`src/rtl/wbl_array_writer.sv`:
```
// Streams every WBL word from wbl_key_gen into the DRAM-CIM write-bitline port,
// row-major, one word per valid/ready beat tagged with its row and column.
module wbl_array_writer #(
    parameter int WORD_W  = 64,
    parameter int NUM_COL = 16,
    parameter int NUM_ROW = 64,
    parameter int ROW_W   = $clog2(NUM_ROW),
    parameter int COL_W   = $clog2(NUM_COL)
) (
    input  logic                      CLK,
    input  logic                      RST,
    input  logic                      START,
    input  logic                      GEN_DONE,
    output logic [ROW_W-1:0]          GEN_ADDR,
    input  logic [NUM_COL*WORD_W-1:0] WBL_FLAT,
    output logic                      WR_VALID,
    input  logic                      WR_READY,
    output logic [ROW_W-1:0]          WR_ROW,
    output logic [COL_W-1:0]          WR_COL,
    output logic [WORD_W-1:0]         WR_DATA,
    output logic                      BUSY,
    output logic                      DONE,
    output logic                      ERR,
    output logic [2:0]                DBG_STATE
);

    typedef enum logic [2:0] {
        S_IDLE     = 3'd0,
        S_WAIT_GEN = 3'd1,
        S_LOAD     = 3'd2,
        S_STREAM   = 3'd3,
        S_FIN      = 3'd4
    } state_t;

    localparam logic [ROW_W-1:0] ROW_LAST = ROW_W'(NUM_ROW - 1);
    localparam logic [COL_W-1:0] COL_LAST = COL_W'(NUM_COL - 1);

    state_t                      state, state_nx;
    logic [ROW_W-1:0]            row, row_nx;
    logic [COL_W-1:0]            col, col_nx;
    logic                        done_r, done_nx;
    logic                        err_r, err_nx;
    logic                        cap_en;
    logic [NUM_COL*WORD_W-1:0]   cap;

    always_ff @(posedge CLK) begin
        if (RST) begin
            state  <= S_IDLE;
            row    <= '0;
            col    <= '0;
            done_r <= 1'b0;
            err_r  <= 1'b0;
            cap    <= '0;
        end else begin
            state  <= state_nx;
            row    <= row_nx;
            col    <= col_nx;
            done_r <= done_nx;
            err_r  <= err_nx;
            if (cap_en) cap <= WBL_FLAT;
        end
    end

    // Handshake: a beat transfers on the rising edge where WR_VALID and WR_READY
    // are both high; while WR_READY is low, WR_VALID stays high and
    // WR_ROW/WR_COL/WR_DATA hold. Losing GEN_DONE aborts before any transfer.
    always_comb begin
        state_nx = state;
        row_nx   = row;
        col_nx   = col;
        done_nx  = done_r;
        err_nx   = err_r;
        cap_en   = 1'b0;
        case (state)
            S_IDLE, S_FIN: begin
                if (START) begin
                    state_nx = S_WAIT_GEN;
                    row_nx   = '0;
                    col_nx   = '0;
                    done_nx  = 1'b0;
                    err_nx   = 1'b0;
                end
            end
            S_WAIT_GEN: begin
                if (GEN_DONE) state_nx = S_LOAD;
            end
            S_LOAD: begin
                if (!GEN_DONE) begin
                    state_nx = S_IDLE;
                    err_nx   = 1'b1;
                end else begin
                    cap_en   = 1'b1;
                    col_nx   = '0;
                    state_nx = S_STREAM;
                end
            end
            S_STREAM: begin
                if (!GEN_DONE) begin
                    state_nx = S_IDLE;
                    err_nx   = 1'b1;
                end else if (WR_READY) begin
                    if (col != COL_LAST) begin
                        col_nx = col + 1'b1;
                    end else if (row != ROW_LAST) begin
                        row_nx   = row + 1'b1;
                        col_nx   = '0;
                        state_nx = S_LOAD;
                    end else begin
                        state_nx = S_FIN;
                        done_nx  = 1'b1;
                    end
                end
            end
            default: state_nx = S_IDLE;
        endcase
    end

    assign GEN_ADDR  = row;
    assign WR_VALID  = (state == S_STREAM);
    assign WR_ROW    = row;
    assign WR_COL    = col;
    assign WR_DATA   = cap[col*WORD_W +: WORD_W];
    assign BUSY      = (state == S_WAIT_GEN) || (state == S_LOAD) || (state == S_STREAM);
    assign DONE      = done_r;
    assign ERR       = err_r;
    assign DBG_STATE = state;

endmodule

```
`config.mk`:
```
export PLATFORM = sky130hd
export DESIGN_NAME = wbl_array_writer
export DESIGN_NICKNAME = d
export VERILOG_FILES = /design/src/rtl/wbl_array_writer.sv
export SDC_FILE = /design/constraint.sdc
export NUM_CORES = 2
export LEC_CHECK = 0
export BUFFER_PORTS_ARGS = -buffer_cell sky130_fd_sc_hd__buf_2
export CORE_AREA = 2 2 435 437
export CTS_BUF_LIST = sky130_fd_sc_hd__clkbuf_8
export CTS_CLUSTER_SIZE = 16
export DETAILED_ROUTE_END_ITERATION = 6
export DIE_AREA = 0 0 437 439
export PLACE_DENSITY_LB_ADDON = 0.3
export SYNTH_ARGS = -nofsm -noshare
export SYNTH_HDL_FRONTEND = slang
export SYNTH_SLANG_ARGS = --single-unit
```
`constraint.sdc`:
```
create_clock -name CLK -period 3.65 [get_ports CLK]
set_clock_uncertainty 0.1 [all_clocks]
set_input_delay 0.1825 -clock CLK [delete_from_list [all_inputs] [get_ports CLK]]
set_output_delay 0.1825 -clock CLK [all_outputs]
set_load 0.1 [all_outputs]
```
==> impl_metrics.json, run 1 <==
{
  "synth_ff_type": "dfxtp_1",
  "start_util_pct": 23.1,
  "postSynthAreaPerCell_um2": 8.60,
  "synth_top_area_share_pct": 48.1,
  "synth.distinct_cells": 46,
  "ys_warn_count": 0,
  "cts-hold-fix-buffers": 1738,
  "synth_area_um2": 43200,
  "num_rows": 159,
  "gp_congestion": 0.956,
  "post_cts_resized": 278,
  "synthArstFlopShare_pct": 0,
  "hpwlAfterDp_mm": 194,
  "synthTopCellsByArea": "dfxtp_1 48%, nand2_1 18%, mux4_2 13%, a21oi_1 12%, clkbuf_1 2.3%",
  "io_pins": 1116,
  "htreeDepth": 4,
  "syn-num-nets": 6056,
  "yosys.area.top_type": "dfxtp_1",
  "synth-seq-area-share_pct": 48.1,
  "numCtsBuffers": 188,
  "dp_cells": 8290,
  "cts_setup_buffers": 47,
  "synth_cells": 5025,
  "cts.sinks": 1039,
  "status": "stopped before the end",
  "haltStage": "4_1_cts",
  "root_buffer": "clkbuf_8",
  "die_y_um": 439,
  "synth-edff-count": 0,
  "error": "[ERROR RSZ-0060] Max buffer count reached.",
  "die_width_um": 437,
  "clockBufferDepth": 3,
  "synth_seq_cells": 1039,
  "io_buffers": 1115
}
## cells by family after synthesis
kind of cell | after synthesis | synth area share (%)
adders and majority gates | 2 | 0.0579
AOI/OAI and AO/OA | 1189 | 15.2
muxes | 256 | 13.4
buffers and inverters | 440 | 4.82
and+or+nand+nor | 2099 | 18.4
DFF | 1039 | 48.1
## stage by stage
stage	hold slack [ps]	setup WS [ps]	instance area (um2)	utilization [%]
detailed placement	329	549	51300	27.4
global placement	327	572	51300	27.4
floorplan	211	424	43200	-
## cell usage after synthesis (2+ instances only)
| cell type | instances |
|---|---|
| nor4_1 | 4 |
| clkbuf_1 | 266 |
| buf_2 | 95 |
| buf_6 | 13 |
| a221o_1 | 64 |
| a31o_1 | 2 |
| nand3_1 | 4 |
| o21ai_0 | 6 |
| nor2_1 | 9 |
| a41oi_1 | 3 |
| dfxtp_1 | 1039 |
| a22o_1 | 64 |
| and2_1 | 3 |
| ha_1 | 2 |
| a211oi_1 | 3 |
| and3_1 | 2 |
| inv_1 | 2 |
| nand2_1 | 2057 |
| nor3_1 | 4 |
| nand2b_1 | 2 |
| a21oi_1 | 1032 |
| nor3b_1 | 2 |
| mux4_2 | 254 |
| o21ai_1 | 3 |
| buf_1 | 7 |
| o32ai_1 | 2 |
| mux4_1 | 2 |
| nand4_1 | 2 |
| a21o_1 | 5 |
| buf_4 | 54 |
| nand3b_1 | 3 |
==> run 2: changes to the inputs <==
CORE_AREA = 2 2 436 438   (was 2 2 435 437)
CTS_BUF_LIST = default   (was sky130_fd_sc_hd__clkbuf_8)
CTS_CLUSTER_SIZE = default   (was 16)
DIE_AREA = 0 0 438 440   (was 0 0 437 439)
PLACE_DENSITY_LB_ADDON = 0.15   (was 0.3)
==> impl_metrics.json, run 2 <==
{
  "track_usage_pct": 25.0,
  "busiest_layer": "met2",
  "io_buffers": 1115,
  "finalHoldViolCount": 0,
  "postSynthAreaPerCell_um2": 8.60,
  "use_met2_pct": 45.2,
  "final-setup-viol-count": 0,
  "ys_warn_count": 0,
  "worstSetupPathType": "reg -> out",
  "synth_area_um2": 43200,
  "die_width_um": 438,
  "reg2reg_slack_ps": 210,
  "synth-edff-count": 0,
  "drtIter0Drc": 2852,
  "mostFrequentLayoutCell": "nand2_1",
  "syn_to_final_growth_pct": 55.8,
  "worstReg2RegEnd": "DBG_STATE[2]",
  "min_period_ps": 3610,
  "synth_cells": 5025,
  "max-cap-violations": 0,
  "start_util_pct": 22.9,
  "largest-register": "cap",
  "final_cell_mix": "2057 x nand2_1, 1090 x dlygate4sd3_1, 1070 x buf_2",
  "first_pass_iters": 5,
  "nets": 8077,
  "power_density_nw_per_um2": 420,
  "use_met3_pct": 3.79,
  "cp_slowest_stage_delay_ps": 670,
  "viasPerCell": 4.68,
  "worstSkewPairLatency_ps": 780,
  "synthArstFlopShare_pct": 0,
  "dieArea_um2": 193000,
  "crit_start": "WR_COL[0]",
  "synth_ff_type": "dfxtp_1",
  "tns_ps": 0,
  "synth-seq-area-share_pct": 48.1,
  "synth.distinct_cells": 46,
  "start_kind": "register",
  "root_buffer": "clkbuf_16",
  "cts.sinks": 1039,
  "overflow": 0,
  "largest_reg_flops": 1024,
  "wl_per_cell_um": 26.1,
  "gp_congestion": 0.883,
  "crit_required_ps": 3370,
  "num_rows": 160,
  "register_area_um2": 20800,
  "multi_input_area_um2": 20500,
  "grt_max_degree": 171,
  "power_leakage_nw": 24.9,
  "clock.fmax_mhz": 277,
  "grt_pass1_vias": 46200,
  "cp.arrival_ps": 3320,
  "cp-end-kind": "primary output",
  "numCtsBuffers": 133,
  "ant_nets": 0,
  "grt_use_met1_pct": 27.0,
  "clk_pin_slew_worst_paths_ps": 60,
  "hpwlAfterDp_mm": 191,
  "yosysMostFrequentCell": "nand2_1",
  "crit_fanout": 15,
  "vdd_ir_drop_max_mv": 0.422,
  "final_cell_area_um2": 67300,
  "synth_seq_cells": 1039,
  "rsz0062_at_grt": "false",
  "synthTopCellsByArea": "dfxtp_1 48%, nand2_1 18%, mux4_2 13%, a21oi_1 12%, clkbuf_1 2.3%",
  "r2r.worst_path.cells": 9,
  "antenna_found_initial": 36,
  "min_period_over_period_pct": 98.8,
  "r2r_start": "WR_COL[1]",
  "hold_path_class": "in -> reg",
  "synth_top_cells_by_count": "2057 x nand2_1, 1039 x dfxtp_1, 1032 x a21oi_1, 266 x clkbuf_1, 254 x mux4_2",
  "tightest_slew_ps": 1020,
  "drive_above_1_share_pct": 24.4,
  "yosys.area.top_type": "dfxtp_1",
  "path_cells": "buf_12 > buf_16 > mux4_2 > a22o_1 > a221o_1 > buf_4",
  "grt_pass1_wl_mm": 339,
  "drc": 0,
  "core_area_um2": 189000,
  "syn-num-nets": 6056,
  "status": "finished, final reports clean",
  "io_pins": 1116,
  "routed_wl_mm": 253,
  "clockBufferDepth": 3,
  "max_slew_margin_pct": 31.9,
  "dr_total_vias": 45400,
  "crit_slowest_cell": "mux4_2",
  "cts_tree": "yes",
  "placed_area_um2": 51300,
  "synth_top_area_share_pct": 48.1,
  "htreeDepth": 4,
  "fillers": 19500,
  "drv_slew": 0,
  "die_y_um": 440,
  "endpoint": "WR_DATA[4]"
}
[run 2: cell counts after synthesis]
No cell type changed its count.
[run 2: critical path, delay by kind of cell (launching register included)]
kind | cells | cell delay, ps
muxes | 1 | 670
DFF | 1 | 460
buffers and inverters | 3 | 690
AOI/OAI and AO/OA | 2 | 680
[run 2: timing repair]
| action | in CTS | in global routing |
|---|---|---|
| hold buffers | 1090 | 0 |
| pin swaps | 2 | 0 |
| setup endpoints to repair | 64 | 10 |
| endpoints found under the hold margin | 1035 | 0 |
| gates cloned | 3 | 1 |
| setup buffers | 14 | 1 |
| gates resized for setup | 93 | 8 |
[run 2: area by class of cell]
class	instances	share of cell area [%]
Multi-Input combinational cell	3546	30.4
Clock buffer	198	5.92
Timing Repair Buffer	2322	27.2
Clock inverter	41	0.838
Tap cell	2511	4.66
Antenna cell	27	0.100
Sequential cell	1039	30.9
Inverter	4	0.0223
[run 2: how the worst min path moves through the flow]
| stage | from | end | slack (ps) | cells past startpoint |
|---|---|---|---|---|
| 2_1_floorplan | GEN_DONE | DBG_STATE[1] | 210 | 2 |
| 3_3_place_gp | WBL_FLAT[67] | cap[67] | 330 | 3 |
| 3_5_place_dp | WBL_FLAT[493] | cap[493] | 330 | 3 |
| 4_1_cts | WBL_FLAT[894] | cap[894] | 7 | 4 |
| 5_1_grt | WBL_FLAT[541] | cap[541] | 50 | 4 |
| 6_report | WBL_FLAT[67] | cap[67] | 80 | 4 |
[run 2: per-stage QoR]
stage	hold WS (ps)	total power, mW	worst slack (ps)	instances	utilization (%)
3_5_place_dp	329	13.8	568	8313	27.2
6_report	78.0	28.3	42.7	9688	35.7
5_1_grt	48.7	29.2	4.01	9684	35.7
3_3_place_gp	326	13.7	594	8313	27.2
2_1_floorplan	211	12.6	424	5025	-
4_1_cts	7.20	28.6	-78.9	9659	35.6
[run 2: kinds of logic after synthesis]
kind of cell | after synthesis | synth area share, %
simple gates | 2099 | 18.4
fa+ha+maj | 2 | 0.0579
mux | 256 | 13.4
compound gates | 1189 | 15.2
buf+inv | 440 | 4.82
flops | 1039 | 48.1
[run 2: per-layer routing]
layer  vias up  wire length [um]
li1      21200                 -
met1     22000             93100
met2      1638            129000
met3       536             11400
met4         0             19600
met5         -                 0
[run 2: report_power, final]
group | internal, mW | total (mW) | switching [mW]
Clock | 8.35 | 13.8 | 5.47
Combinational | 1.42 | 2.77 | 1.36
Sequential | 11.5 | 11.7 | 0.132
Total | 21.3 | 28.3 | 6.96
(Power assumes the default switching activity.)
